===== src/rtl/seq_mult_pkg.sv =====
// Shared types and constants for the sequential 32x32 multiplier slot:
// FSM states, register indices and CTRL/STATUS bit positions.
package seq_mult_pkg;

    localparam int W = 32;

    typedef enum logic [1:0] {
        IDLE = 2'd0,
        RUN  = 2'd1,
        DONE = 2'd2
    } state_t;

    localparam logic [4:0] REG_A       = 5'd0;
    localparam logic [4:0] REG_B       = 5'd1;
    localparam logic [4:0] REG_CTRL    = 5'd2;
    localparam logic [4:0] REG_STATUS  = 5'd3;
    localparam logic [4:0] REG_PROD_LO = 5'd4;
    localparam logic [4:0] REG_PROD_HI = 5'd5;

    localparam int CTRL_START      = 0;
    localparam int CTRL_CLEAR_DONE = 1;

    localparam int STAT_BUSY = 0;
    localparam int STAT_DONE = 1;
    localparam int STAT_OVF  = 2;

endpackage


===== src/rtl/seq_mult_if.sv =====
// Register-slot bus of the multiplier: select, strobes, address, data.
interface seq_mult_if;
    import seq_mult_pkg::*;

    logic         cs;
    logic         read;
    logic         write;
    logic [4:0]   addr;
    logic [W-1:0] wr_data;
    logic [W-1:0] rd_data;

    modport master (output cs, read, write, addr, wr_data, input rd_data);
    modport slave  (input cs, read, write, addr, wr_data, output rd_data);

endinterface


===== src/rtl/mult_add_stage.sv =====
// Combinational adder for the shift-add multiplier; the extra MSB is the carry-out.
module mult_add_stage #(
    parameter int W = 32
) (
    input  logic [W-1:0] a,
    input  logic [W-1:0] b,
    output logic [W:0]   sum
);

    assign sum = {1'b0, a} + {1'b0, b};

endmodule


===== src/rtl/seq_mult_core.sv =====
// Register-mapped unsigned 32x32 shift-add multiplier: one iteration per
// clock in RUN, 64-bit product exposed as PROD_HI/PROD_LO.
module seq_mult_core #(
    parameter int W = seq_mult_pkg::W
) (
    input logic       clk,
    input logic       reset,
    seq_mult_if.slave bus
);
    import seq_mult_pkg::*;

    state_t       state, next_state;
    logic [W-1:0] a_reg, b_reg;
    logic [W-1:0] mcand, mplier, acc;
    logic [W-1:0] prod_hi, prod_lo;
    logic [W-1:0] read_val, rd_q;
    logic [W-1:0] addend;
    logic [W:0]   sum;
    logic [5:0]   count;
    logic         done;
    logic         wr_en, rd_en, busy, ctrl_wr, start_ok, clear_ok, last;
    logic         iterate, finish, to_idle;

    assign wr_en    = bus.cs & bus.write;
    assign rd_en    = bus.cs & bus.read;
    assign busy     = (state == RUN);
    assign ctrl_wr  = wr_en && (bus.addr == REG_CTRL) && !busy;
    assign start_ok = ctrl_wr && bus.wr_data[CTRL_START];
    assign clear_ok = ctrl_wr && bus.wr_data[CTRL_CLEAR_DONE];
    assign last     = (count == 6'(W - 1));
    assign addend   = mplier[0] ? mcand : '0;
    assign bus.rd_data = rd_q;

    mult_add_stage #(.W(W)) u_add (
        .a  (acc),
        .b  (addend),
        .sum(sum)
    );

    always_ff @(posedge clk or posedge reset) begin
        if (reset) state <= IDLE;
        else       state <= next_state;
    end

    always_comb begin
        // NOTE: every output gets a default before the case so no path infers a latch.
        next_state = state;
        iterate    = 1'b0;
        finish     = 1'b0;
        to_idle    = 1'b0;
        unique case (state)
            IDLE: if (start_ok) next_state = RUN;
            RUN: begin
                iterate = 1'b1;
                if (last) begin
                    finish     = 1'b1;
                    next_state = DONE;
                end
            end
            DONE: begin
                if (start_ok) begin
                    next_state = RUN;
                end else if (clear_ok) begin
                    next_state = IDLE;
                    to_idle    = 1'b1;
                end
            end
            default: next_state = IDLE;
        endcase
    end

    always_comb begin
        read_val = '0;
        case (bus.addr)
            REG_A:       read_val = a_reg;
            REG_B:       read_val = b_reg;
            REG_STATUS: begin
                read_val[STAT_BUSY] = busy;
                read_val[STAT_DONE] = done;
                read_val[STAT_OVF]  = (prod_hi != '0);
            end
            REG_PROD_LO: read_val = prod_lo;
            REG_PROD_HI: read_val = prod_hi;
            default:     read_val = '0;
        endcase
    end

    always_ff @(posedge clk or posedge reset) begin
        if (reset) begin
            // NOTE: A/B are plain flops rather than a memory array, so they reset with everything else.
            a_reg   <= '0;
            b_reg   <= '0;
            mcand   <= '0;
            mplier  <= '0;
            acc     <= '0;
            count   <= '0;
            prod_hi <= '0;
            prod_lo <= '0;
            done    <= 1'b0;
            rd_q    <= '0;
        end else begin
            // NOTE: non-blocking updates mean a same-cycle read captures the pre-write register value.
            if (wr_en && !busy) begin
                if (bus.addr == REG_A) a_reg <= bus.wr_data;
                if (bus.addr == REG_B) b_reg <= bus.wr_data;
            end

            if (start_ok) begin
                mcand  <= a_reg;
                mplier <= b_reg;
                acc    <= '0;
                count  <= '0;
                done   <= 1'b0;
            end else if (iterate) begin
                // {carry, acc, mplier} shifted right by one
                acc    <= sum[W:1];
                mplier <= {sum[0], mplier[W-1:1]};
                count  <= count + 6'd1;
                if (finish) begin
                    prod_hi <= sum[W:1];
                    prod_lo <= {sum[0], mplier[W-1:1]};
                    done    <= 1'b1;
                end
            end else if (to_idle) begin
                done <= 1'b0;
            end

            if (rd_en) rd_q <= read_val;
        end
    end

endmodule


===== src/flat_wrapper.sv =====
// flat-port wrapper written by rule: the top's interface ports become plain ports
module seq_mult_core_flat import seq_mult_pkg::*;
#(
    parameter int W = seq_mult_pkg::W
)
  (clk, reset, bus_cs, bus_read, bus_write, bus_addr, bus_wr_data, bus_rd_data);
  seq_mult_if bus_i ();
  input logic clk;
  input logic reset;
  input wire logic [$bits(bus_i.cs)-1:0] bus_cs;
  input wire logic [$bits(bus_i.read)-1:0] bus_read;
  input wire logic [$bits(bus_i.write)-1:0] bus_write;
  input wire logic [$bits(bus_i.addr)-1:0] bus_addr;
  input wire logic [$bits(bus_i.wr_data)-1:0] bus_wr_data;
  output wire logic [$bits(bus_i.rd_data)-1:0] bus_rd_data;
  assign bus_i.cs = bus_cs;
  assign bus_i.read = bus_read;
  assign bus_i.write = bus_write;
  assign bus_i.addr = bus_addr;
  assign bus_i.wr_data = bus_wr_data;
  assign bus_rd_data = bus_i.rd_data;
  seq_mult_core #(.W(W)) u_core (.clk(clk), .reset(reset), .bus(bus_i));
endmodule

===== config.mk =====
export PLATFORM = sky130hd
export DESIGN_NAME = seq_mult_core_flat
export DESIGN_NICKNAME = d
export VERILOG_FILES = /design/src/rtl/seq_mult_pkg.sv /design/src/rtl/seq_mult_if.sv /design/src/rtl/mult_add_stage.sv /design/src/rtl/seq_mult_core.sv /design/src/flat_wrapper.sv
export SDC_FILE = /design/constraint.sdc
export NUM_CORES = 1
export LEC_CHECK = 0
export ABC_AREA = 1
export BUFFER_PORTS_ARGS = -buffer_cell sky130_fd_sc_hd__buf_2
export CAP_MARGIN = 15
export CORE_MARGIN = 8
export CORE_UTILIZATION = 60
export DETAILED_ROUTE_END_ITERATION = 10
export PLACE_DENSITY = 0.83
export REMOVE_ABC_BUFFERS = 1
export SETUP_SLACK_MARGIN = 0.05
export SYNTH_ARGS = -nofsm -noshare
export SYNTH_HDL_FRONTEND = slang
export SYNTH_SLANG_ARGS = --single-unit

===== constraint.sdc =====
create_clock -name clk -period 12.6 [get_ports clk]
set_input_delay 0 -clock clk [delete_from_list [all_inputs] [get_ports clk]]
set_output_delay 0 -clock clk [all_outputs]
set_load 0.005 [all_outputs]

After elaboration in Yosys (flattened, before gate mapping)
Index checks and enable logic that the tools add are counted.

word-level totals
  bits in registers = 265
  output and inout port bits = 32
  logic and storage cells = 68
  input bits = 42

operators by class
  bitwise logic cells = 3
  add/subtract/negate cells = 2
  multiplexer cells = 24
  equality and inequality tests = 12
  reduce and logical (&&, ||, !) cells = 16

operators by type and width
  cell                                                   count
  2-to-1 mux 32 bit                                      5
  one-hot mux 29 bit (4 select lines)                    1
  adder 32 x 32 -> 33 bit                                1
  nonzero test 32 bit                                    1
  one-hot mux 3 bit (5 select lines)                     1
  2-to-1 mux 6 bit                                       2
  == test 5 x 2 -> 1 bit, second input constant          2
  == test 5 x 3 -> 1 bit, second input constant          2
  2-to-1 mux 1 bit                                       10
  2-to-1 mux 2 bit                                       4
  adder 6 x 1 -> 6 bit, second input constant            1
  == test 6 x 5 -> 1 bit, second input constant          1
  one-hot mux 2 bit (3 select lines)                     1
  AND reduction 2 bit                                    3
  AND reduction 3 bit                                    2
  == test 5 x 1 -> 1 bit, second input constant          1
  logical AND 1 bit                                      5
  logical NOT 5 bit                                      1
  inequality test 3 x 1 -> 1 bit, second input constant  1
  inequality test 3 x 2 -> 1 bit, second input constant  1
  nonzero test 3 bit                                     1
  AND 1 bit                                              2
  == test 2 x 1 -> 1 bit, second input constant          1
  == test 2 bit, second input constant                   1
  6 further kinds                                        6

Longest topological paths before layout
Gate-level depths: netlist of run 1.

  depth after elaboration = 10
  mapped depth = 17
  gate-level depth less buffers = 15

Cells and area by module
A second synthesis of run 1 with hierarchy kept.

unflattened totals
  cells, all modules = 2071
  area total of the unflattened synthesis = 14351.3 sq um

modules (own cells, without submodules)
  module          instances  cells each  seq. area each (sq um)  area an instance (sq um)
  seq_mult_core   1          1566        6631.4                  11927.7
  mult_add_stage  1          505         0.0                     2423.6

Worst setup path before layout of run 1
Ideal clock, no wire load.

  path kind = register -> register
  start point = register u_core.mplier[0]
  end point = register u_core.prod_hi[31]
  path buffers = 2
  cell stages (with the launch flop) = 17
  clock period less this slack = 2.249 ns
  data arrival time = 2.123 ns
  data required time = 12.474 ns
  slack = 10.351 ns
  setup time = 0.126 ns
  cells stage by stage = dfrtp_1 -> clkbuf_1 -> clkbuf_1 -> nand2_1 -> inv_1 -> ha_1 -> fa_1 -> nand3_1 -> nand3_1 -> nand2_1 -> nand2_1 -> nand2_1 -> nand2_1 -> nand2_1 -> nand2_1 -> nand2_1 -> o21ai_0

between the ends
  longest elaborated chain between the ends = 2

ends and longest elaborated chain
  what                     line                  source
  from (decl)              seq_mult_core.sv:14   logic [W-1:0] mcand, mplier, acc;
  from (signal assigned)   seq_mult_core.sv:110  mplier <= b_reg;
  from (signal assigned)   seq_mult_core.sv:117  mplier <= {sum[0], mplier[W-1:1]};
  2-to-1 mux 32 bit        seq_mult_core.sv:31   assign addend = mplier[0] ? mcand : '0;
  adder 32 x 32 -> 33 bit  mult_add_stage.sv:10  assign sum = {1'b0, a} + {1'b0, b};
  to (signal assigned)     seq_mult_core.sv:120  prod_hi <= sum[W:1];
  to (decl)                seq_mult_core.sv:15   logic [W-1:0] prod_hi, prod_lo;

No other way between the ends.
A chain may end at the register's enable or synchronous reset.

Worst setup path after layout of run 1
  start point = register u_core.state[1]
  end point = register u_core.mplier[22]

between the ends
  longest elaborated chain between the ends = 5
  elaborated cells between the ends (all ways) = 7
  classes of those cells = 1 x eq/ne; 2 x mux; 4 x reduce/logical

ends and longest elaborated chain
  what                                                            line                                      source
  from (decl)                                                     seq_mult_core.sv:12                       state_t state, next_state;
  from (signal assigned)                                          seq_mult_core.sv:42                       else state <= next_state;
  == test 2 x 1 -> 1 bit *                                        seq_mult_core.sv:26, seq_mult_core.sv:51
  logical NOT 1 bit                                               seq_mult_core.sv:27                       assign ctrl_wr = wr_en && (bus.addr == REG_CTRL) && !busy;
  logical AND 1 bit                                               seq_mult_core.sv:27
  logical AND 1 bit                                               seq_mult_core.sv:28                       assign start_ok = ctrl_wr && bus.wr_data[CTRL_START];
  2-to-1 mux 32 bit / nonzero test 2 bit (equally long branches)  -

Every way passes the cells marked *; elsewhere a longest branch is shown, timed or not.

==> impl_metrics.env, run 1 <==
export IMPL_yosys_top_cells_area="dfrtp_1 48%, nand2_1 21%, inv_1 6.7%, nand3_1 3.8%, o21ai_0 3.2%"
export IMPL_cp_max_fo=50
export IMPL_grt_pass1_vias=12510
export IMPL_insertion_delay_ps=550
export IMPL_hold_viol=0
export IMPL_path_delay_family="simple AND/OR/NAND/NOR gates"
export IMPL_cts_sinks=265
export IMPL_layout_common_cells="787 x nand2_1, 265 x dfrtp_1, 245 x inv_1"
export IMPL_max_slew_worst_pin_slew_ps=1068
export IMPL_cap_violations=0
export IMPL_fin_area_mm2=0.01569
export IMPL_layout_nets=2015
export IMPL_wire_per_inst_um=17.15
export IMPL_r2r_start="u_core.state[1]"
export IMPL_via_per_inst=5.619
export IMPL_gp_congestion=0.9646
export IMPL_final_max_slew_viol_count=0
export IMPL_crit_chain="inv_2 > nand2_4 > inv_2 > nor2_4 > buf_4 > nand2_1 > o211ai_1"
export IMPL_htreeDepth=1
export IMPL_path_clk_slew_ps=60
export IMPL_ys_flop_type="dfrtp_1"
export IMPL_place_area_mm2=0.01428
export IMPL_grt_max_degree=128
export IMPL_num_rows=55
export IMPL_num_io_pins=74
export IMPL_fmax_mhz=319.5
export IMPL_critical_path_class="reg -> reg"
export IMPL_first_pass_iters=5
export IMPL_synthDistinctLibCells=41
export IMPL_seq_area_frac_synth_pct=47.96
export IMPL_ant_nets=0
export IMPL_status="completed"
export IMPL_ctsLongestPathBuffers=3
export IMPL_num_antenna_cells=0
export IMPL_track_usage_pct=27.15
export IMPL_max_stage_delay_ps=720
export IMPL_cts_resized=0
export IMPL_fin_crit_ps=3130
export IMPL_rsz0062_at_grt="false"
export IMPL_cp_end_kind="register"
export IMPL_post_route_period_util_pct=24.84
export IMPL_async_flop_share_pct=100.0
export IMPL_crit_required_ps=13040
export IMPL_min_path_type="in -> reg"
export IMPL_crit_arrival_ps=3570
export IMPL_drcViolationCount=0
export IMPL_synth_seq_cells=265
export IMPL_setup_violations=0
export IMPL_ys_warn_count=0
export IMPL_grt_antenna_before_repair=0
export IMPL_crit_slowest_cell="nor2_4"
export IMPL_clock_skew_ps=17.41
export IMPL_layout_commonest_cell="nand2_1"
export IMPL_crit_top_cell="inv_2"
export IMPL_start_util_pct=61.07
export IMPL_dieHeight_um=167.8
export IMPL_synth_area_mm2=0.01383
export IMPL_netlist_area_leader_share_pct=47.96
export IMPL_routed_wl_um=38510
export IMPL_area_growth_pct=13.49
export IMPL_hpwl_um=24730
export IMPL_slew_limit_headroom_pct=28.79
export IMPL_vias=12610
export IMPL_ir_drop_v=0.0001308
export IMPL_power_density_mw_per_mm2=168.5
export IMPL_die_x_um=167.8
export IMPL_synth_edff_count=0
export IMPL_fillers=1818
export IMPL_synth_avg_cell_area_um2=7.429
export IMPL_setup_tns_ps=0
export IMPL_worst_setup_path_start_kind="register"
export IMPL_cts_root_buf="clkbuf_16"
export IMPL_drive_above_1_share_pct=8.214
export IMPL_numCtsBuffers=28
export IMPL_synth_top_area_cell="dfrtp_1"
export IMPL_grt_pass1_wl_um=63030
export IMPL_drt_initial_drc_count=1196
export IMPL_grt_ovfl_total=0
export IMPL_worst_hold_startpoint="bus_cs"
export IMPL_die_area_mm2=0.02816
export IMPL_cts_tree="built"
export IMPL_power_leakage_uw=0.008665
export IMPL_coreArea_mm2=0.02264
export IMPL_synth_cells=1861
export IMPL_numPortBuffers=73
export IMPL_cp_num_buf_inv=3
export IMPL_cp_startpoint="u_core.state[1]"
## Yosys cell counts (2+ instances only)
cell	instances
nand2_1	788
inv_2	6
clkinv_1	2
nand4_1	21
dfrtp_1	265
nand2_2	3
o21ai_2	5
ha_1	33
a21oi_1	28
nand3_1	104
xor2_1	3
o211ai_1	30
buf_4	4
o22ai_1	2
clkbuf_1	39
o21ai_1	49
buf_2	21
o21bai_1	3
nor2_2	4
nor4_1	4
nor3_1	8
nor2_1	58
o21ai_0	88
xnor2_1	11
nand3b_1	3
buf_6	7
o2111ai_1	13
inv_1	246
## repair_timing
| action | 4_1_cts | 5_1_grt |
|---|---|---|
| buffers inserted | 0 | 0 |
| hold buffers | 34 | 0 |
| hold endpoints to repair | 196 | 0 |
## metrics by stage
step | power, uW | setup WS [ps] | util [%] | std cells | hold WS, ps
2_1_floorplan | 1532 | 5303 | - | 1788 | 148.4
3_3_place_gp | 1701 | 9644 | 63.06 | 2157 | 247.1
3_5_place_dp | 1726 | 9560 | 63.06 | 2157 | 261.3
6_report | 2644 | 9470 | 69.31 | 2245 | 24.35
4_1_cts | 2630 | 9541 | 69.01 | 2242 | 4.293
5_1_grt | 2772 | 9353 | 69.31 | 2245 | 74.06
## final timing paths
check	end	slack [ps]	cells after the start
max in group asynchronous	u_core.prod_lo[21]	10810	4
min in group asynchronous	u_core.count[5]	200	3
min	u_core.bus.rd_data[3]	20	5
max	u_core.mplier[22]	9470	7
max reg2reg	u_core.mplier[22]	9470	7
min reg2reg	u_core.mcand[11]	470	2
## routing by layer
layer | GRT usage (%) | part of all wire [%] | vias to the layer above
met5 | 0 | 0 | -
met4 | 10.05 | 3.1 | 0
met3 | 3.531 | 7.9 | 85
met2 | 44.28 | 46 | 572
met1 | 36.74 | 43 | 5983
li1 | - | - | 5974
## worst min-delay path: cells and delay by family
| kind | cells | cell delay (ps) |
|---|---|---|
| buf+inv | 2 | 330 |
| simple gates | 3 | 210 |
## where the power goes
part	switching (uW)	total [uW]	internal (uW)
logic	397	603	206
clock network	353	895	542
registers	127	1150	1020
total	876	2640	1770
## cell families (layout without fill, tap and decap cells)
family | Yosys count | count (layout) | synth area share (%)
simple gates | 997 | 997 | 29.10
buf+inv | 327 | 426 | 9.566
flops | 265 | 265 | 47.96
compound gates | 224 | 224 | 9.358
fa+ha+maj | 34 | 34 | 3.131
xor+xnor | 14 | 14 | 0.8869
## layout make-up
cell class	count	area, um2	share of cell area (%)
clock buffer	37	825.8	5.263
clock inverter	14	181.4	1.156
inverter	254	960.9	6.124
multi-input combinational	1269	5879	37.47
sequential	265	6631	42.26
tap	285	356.6	2.273
timing repair buffer	121	855.8	5.454
(Power assumes the default switching activity.)
==> inputs of run 2 (changes only) <==
CORE_UTILIZATION = 56   (was 60)
PLACE_DENSITY = 0.82   (was 0.83)
clock period = 2.6 ns   (was 12.6 ns; I/O delays follow)
==> run 2 against run 1 <==
  * Setup slack got worse by 9300 ps
  * Combinational power increased to 4.9 times the previous value
  * Total power increased to 4.8 times the previous value
  * First-iteration DRC count decreased by 5.8%
  * Register-to-register slack got worse by 9300 ps
  * Sequential power increased to 4.8 times the previous value
  * Clock power increased to 4.6 times the previous value
  * Routed wire length decreased by 0.57%
  * Sequential share of layout area decreased by 0.41 points
  * Largest power group unchanged
==> impl_metrics.env, run 2 (same netlist as run 1, synthesis figures left out) <==
export IMPL_crit_required_ps=3000
export IMPL_cp_end_kind="register"
export IMPL_cts_sinks=265
export IMPL_coreArea_mm2=0.02425
export IMPL_cts_root_buf="clkbuf_16"
export IMPL_hpwl_um=26260
export IMPL_max_stage_delay_ps=400
export IMPL_vias=12490
export IMPL_status="completed"
export IMPL_ctsLongestPathBuffers=3
export IMPL_grt_pass1_wl_um=63790
export IMPL_num_io_pins=74
export IMPL_worst_setup_path_start_kind="register"
export IMPL_grt_pass1_vias=12750
export IMPL_final_max_slew_viol_count=0
export IMPL_min_path_type="in -> reg"
export IMPL_cp_max_fo=4
export IMPL_die_x_um=173.1
export IMPL_htreeDepth=1
export IMPL_cts_tree="built"
export IMPL_rsz0062_at_grt="false"
export IMPL_routed_wl_um=38290
export IMPL_grt_max_degree=83
export IMPL_final_util_pct=65.34
export IMPL_start_util_pct=57.02
export IMPL_ir_drop_v=0.0006711
export IMPL_via_per_inst=5.431
export IMPL_layout_nets=2030
export IMPL_crit_arrival_ps=2790
export IMPL_post_route_period_util_pct=91.90
export IMPL_slew_limit_headroom_pct=48.34
export IMPL_insertion_delay_ps=560
export IMPL_ant_nets=0
export IMPL_die_area_mm2=0.02997
export IMPL_fmax_mhz=418.5
export IMPL_area_growth_pct=14.60
export IMPL_dp_slack_ps=207.1
export IMPL_crit_chain="nand2_1 > inv_1 > ha_1 > fa_2 > nand3_1 > nand3_1 > buf_4 > nand2_1 > nand2_1 > nand2_1 > nand2_1 > nand2_1 > nand2_1 > nand2_1 > o21ai_0"
export IMPL_drt_initial_drc_count=1127
export IMPL_crit_slowest_cell="dfrtp_1"
export IMPL_drive_above_1_share_pct=9.008
export IMPL_track_usage_pct=25.55
export IMPL_layout_commonest_cell="nand2_1"
export IMPL_hold_viol=0
export IMPL_place_area_mm2=0.01452
export IMPL_grt_antenna_before_repair=0
export IMPL_dieHeight_um=173.1
export IMPL_grt_ovfl_total=0
export IMPL_drcViolationCount=0
export IMPL_first_pass_iters=6
export IMPL_numPortBuffers=73
export IMPL_num_rows=57
export IMPL_power_leakage_uw=0.008727
export IMPL_holdWs_ps=19.03
export IMPL_numCtsBuffers=28
export IMPL_gp_congestion=0.9867
export IMPL_critical_path_class="reg -> reg"
export IMPL_fin_area_mm2=0.01584
export IMPL_worst_slack_ps=210.6
export IMPL_cap_violations=0
export IMPL_setup_violations=0
export IMPL_clock_skew_ps=24.86
export IMPL_path_clk_slew_ps=60
export IMPL_crit_top_cell="nand2_1"
export IMPL_num_antenna_cells=0
export IMPL_max_slew_worst_pin_slew_ps=774.0
export IMPL_setup_tns_ps=0
export IMPL_wire_per_inst_um=16.65
export IMPL_layout_common_cells="786 x nand2_1, 265 x dfrtp_1, 245 x inv_1"
export IMPL_fin_crit_ps=2389
export IMPL_power_density_mw_per_mm2=797.2
==> run 2: metrics by stage <==
step | cells | power (uW)
after floorplan | 1788 | 7425
after global routing | 2300 | 13310
after detailed placement | 2214 | 8437
after CTS | 2300 | 12670
after global placement | 2214 | 8316
final | 2300 | 12630
==> run 2: per-layer routing <==
metal / share of wire [%] / GRT usage (%) / wire, um / up-vias
li1: - / - / - / 6012
met1: 43 / 32.97 / 16350 / 5976
met2: 48 / 43.26 / 18280 / 410
met3: 6.3 / 3.855 / 2427 / 93
met4: 3.2 / 8.983 / 1229 / 0
met5: 0 / 0 / 0 / -
==> run 2: final cells by class <==
cell class	count	area [um2]
repair buffers	136	985.9
clock buffers	37	774.5
clock inverters	15	191.4
multi-input cells	1269	5894
fillers	2083	8404
well taps	324	405.4
flip-flops and latches	265	6631
inverters	254	960.9
==> run 2: path summary, 6_finish.rpt <==
check                                      start                     end  slack (ps)  cells after the start
max                             u_core.mplier[0]      u_core.prod_hi[31]         210                     15
min                                     bus_read   u_core.bus.rd_data[5]          20                      5
max reg2reg                     u_core.mplier[0]      u_core.prod_hi[31]         210                     15
min reg2reg                u_core.bus.rd_data[9]   u_core.bus.rd_data[9]         470                      2
max in group asynchronous                  reset  u_core.bus.rd_data[12]        1680                      4
min in group asynchronous                  reset       u_core.prod_lo[0]          60                      3
==> run 2: what timing repair did <==
| item | in CTS | in global routing |
|---|---|---|
| gates resized for setup | 0 | 5 |
| hold endpoints to repair | 148 | 0 |
| setup endpoints to repair | 0 | 10 |
| buffers inserted | 0 | 0 |
| hold buffers | 34 | 0 |
==> run 2: worst max-delay path, delay by kind of cell, from the launching register on <==
kind	cells	cell delay (ps)
AND/OR/NAND/NOR	10	940
adder cells (fa/ha/maj)	2	630
flip-flops	1	400
buffers and inverters	2	190
AO/OA/AOI/OAI	1	80
==> run 2: where the power goes <==
group	switching (uW)	internal [uW]
Clock	1670	2490
Sequential	551	4940
Combinational	1950	1030
Total	4170	8460
==> inputs of run 3 (changes only) <==
ABC_AREA = not set   (was 1)
CORE_UTILIZATION = 55   (was 56)
PLACE_DENSITY = 0.81   (was 0.82)
RECOVER_POWER = 50   (was not set)
SETUP_SLACK_MARGIN = not set   (was 0.05)
==> run 3 against run 2 <==
  * The run now ends with capacitance limit, slew limit, setup timing left
  * Via count is 12% lower
  * Synthesized cell count shrank 30%
  * Setup slack got worse by 280 ps
  * Sequential power fell by 3%
  * Cell area up 1.8%
==> impl_metrics.env, run 3 <==
export IMPL_status="complete, but fails checks"
export IMPL_violations="capacitance limit, slew limit, setup timing"
export IMPL_seqPwrFrac_pct=43.0
export IMPL_grt_pass1_wl_um=60180
export IMPL_ant_nets=0
export IMPL_grt_antenna_before_repair=0
export IMPL_worst_slack_ps=-68.45
export IMPL_rsz0062_at_grt="true"
export IMPL_drt_initial_drc_count=1113
export IMPL_numCtsBuffers=28
export IMPL_final_max_slew_viol_count=95
export IMPL_power_leakage_uw=0.007679
export IMPL_hold_viol=0
export IMPL_slew_limit_headroom_pct=-35.14
export IMPL_synth_most_common_cell="nand2_1"
export IMPL_drcViolationCount=0
export IMPL_cap_violations=1
export IMPL_synth_avg_cell_area_um2=9.943
export IMPL_synth_seq_cells=265
export IMPL_fin_crit_ps=2668
export IMPL_synthDistinctLibCells=60
export IMPL_num_rows=56
export IMPL_critical_path_class="reg -> reg"
export IMPL_ys_flop_type="dfrtp_1"
export IMPL_place_area_mm2=0.01425
export IMPL_synth_edff_count=0
export IMPL_ctsLongestPathBuffers=3
export IMPL_netlist_area_leader_share_pct=51.26
export IMPL_post_route_period_util_pct=102.6
export IMPL_synth_area_mm2=0.01294
export IMPL_async_flop_share_pct=100.0
export IMPL_drive_above_1_share_pct=27.34
export IMPL_vias=10950
export IMPL_cp_end_kind="register"
export IMPL_dieHeight_um=169.4
export IMPL_track_usage_pct=26.06
export IMPL_crit_required_ps=3030
export IMPL_clock_skew_ps=10.11
export IMPL_numPortBuffers=73
export IMPL_layout_commonest_cell="nand2_1"
export IMPL_routed_wl_um=37470
export IMPL_cts_root_buf="clkbuf_16"
export IMPL_max_slew_worst_pin_slew_ps=2024
export IMPL_worst_setup_path_start_kind="register"
export IMPL_area_growth_pct=24.71
export IMPL_holdWs_ps=157.3
export IMPL_insertion_delay_ps=550
export IMPL_seqCellArea_mm2=0.006633
export IMPL_via_per_inst=6.071
export IMPL_final_util_pct=69.35
export IMPL_layout_common_cells="349 x nand2_1, 264 x dfrtp_1, 90 x buf_4"
export IMPL_synth_cells=1301
export IMPL_power_share_clock_pct=31.5
export IMPL_fin_area_mm2=0.01613
export IMPL_dp_slack_ps=-212.9
export IMPL_seq_area_frac_synth_pct=51.26
export IMPL_coreArea_mm2=0.02326
export IMPL_htreeDepth=1
export IMPL_num_io_pins=74
export IMPL_ys_warn_count=0
export IMPL_power_density_mw_per_mm2=765.0
export IMPL_p_comb_share_pct=25.5
export IMPL_setup_violations=10
export IMPL_fillers=1671
export IMPL_multi_input_area_mm2=0.006529
export IMPL_hpwl_um=24770
export IMPL_p_int_uw=8410
export IMPL_ir_drop_v=0.0005928
export IMPL_gp_congestion=0.9258
export IMPL_cts_sinks=265
export IMPL_cts_tree="built"
export IMPL_crit_arrival_ps=3090
export IMPL_cp_max_fo=16
export IMPL_yosys_top_cells_area="dfrtp_1 51%, nand2_1 10%, mux2_2 7.1%, o21ai_0 3.9%, ha_1 3.2%"
export IMPL_num_antenna_cells=0
export IMPL_grt_pass1_vias=11270
export IMPL_grt_max_degree=96
export IMPL_min_path_type="in -> reg"
export IMPL_layout_nets=1543
export IMPL_path_clk_slew_ps=60
export IMPL_start_util_pct=55.61
export IMPL_first_pass_iters=5
export IMPL_wire_per_inst_um=20.77
export IMPL_synthTopCellsByCount="355 x nand2_1, 265 x dfrtp_1, 102 x o21ai_0"
export IMPL_swShare_pct=31.86
export IMPL_grt_ovfl_total=0
export IMPL_p_switching_uw=3932
export IMPL_synth_top_area_cell="dfrtp_1"
export IMPL_fmax_mhz=374.8
export IMPL_die_x_um=169.4
export IMPL_die_area_mm2=0.02868
run 3: changes by cell type in the layout (fill, tap and decap cells not counted), sizes merged, moves of 39 or more:
cell   before  now
inv       252   12
nand2     792  355
nor2       64   25
mux2        0   82
buf       102  169
nand3     104   39
run 3: routing by layer:
| metal | wire length [um] | track usage (%) | up-vias |
|---|---|---|---|
| met5 | 0 | 0 | - |
| li1 | - | - | 4914 |
| met2 | 18300 | 44.30 | 466 |
| met4 | 1443 | 9.273 | 0 |
| met3 | 2484 | 4.350 | 104 |
| met1 | 15240 | 33.29 | 5468 |
run 3: timing repair:
item	in CTS	in global routing
endpoints found under the hold margin	164	0
hold buffers	41	0
pin swaps	17	24
setup endpoints to repair	32	38
gates resized for setup	62	51
buffers inserted	4	2
run 3: area by class of cell:
| type | instances | area share, % |
|---|---|---|
| well taps | 319 | 2.474 |
| clock inverters | 8 | 0.4576 |
| repair buffers | 219 | 10.23 |
| flip-flops and latches | 265 | 41.11 |
| inverters | 11 | 0.2559 |
| multi-input cells | 942 | 40.47 |
| clock buffers | 40 | 5.002 |
run 3: power groups by stage:
stage	clock (uW)	combinational, uW	sequential, uW
after floorplan	0	1660	5100
after global placement	0	2660	5250
after detailed placement	0	2750	5270
after CTS	3920	3000	5270
after global routing	4080	3430	5360
final	3890	3150	5310
run 3: cells by family (layout without fill, tap and decap cells):
logic type / Yosys count / in the layout / synth area share [%]
DFF: 265 / 265 / 51.26
muxes: 98 / 98 / 9.730
AOI/OAI and AO/OA: 267 / 267 / 13.69
buffers and inverters: 94 / 278 / 2.834
xor gates and xnor gates: 25 / 25 / 1.693
and+or+nand+nor: 518 / 518 / 17.45
adders and majority gates: 34 / 34 / 3.347
run 3: metrics by stage:
stage	TNS (ps)	std cells	power [uW]
final	-416.8	1804	12340
after global placement	-2101	1709	7908
after detailed placement	-3786	1709	8020
after CTS	-235.5	1802	12180
after global routing	-5140	1804	12870
after floorplan	-1567440	1218	6767
run 3: worst paths after layout:
check / cells past startpoint / start / endpoint / slack [ps]
worst max-delay path: 11 / u_core.mplier[0] / u_core.prod_hi[12] / -70
worst min-delay path: 3 / bus_addr[0] / u_core.bus.rd_data[0] / 160
worst max register to register: 11 / u_core.mplier[0] / u_core.prod_hi[12] / -70
worst min register to register: 2 / u_core.mcand[25] / u_core.mcand[25] / 470
max in group asynchronous: 4 / reset / u_core.mplier[0] / 350
min in group asynchronous: 3 / reset / u_core.mplier[16] / 690
run 3: critical path, stage by stage (launching register included):
cell and delay, ps:
dfrtp_2 440, buf_12 160, and2_4 140, ha_4 260
nand2_2 50, or3b_4 370, a21o_4 240, buf_4 150
a21o_4 240, a31oi_2 240, xnor2_2 160, o21ai_1 90
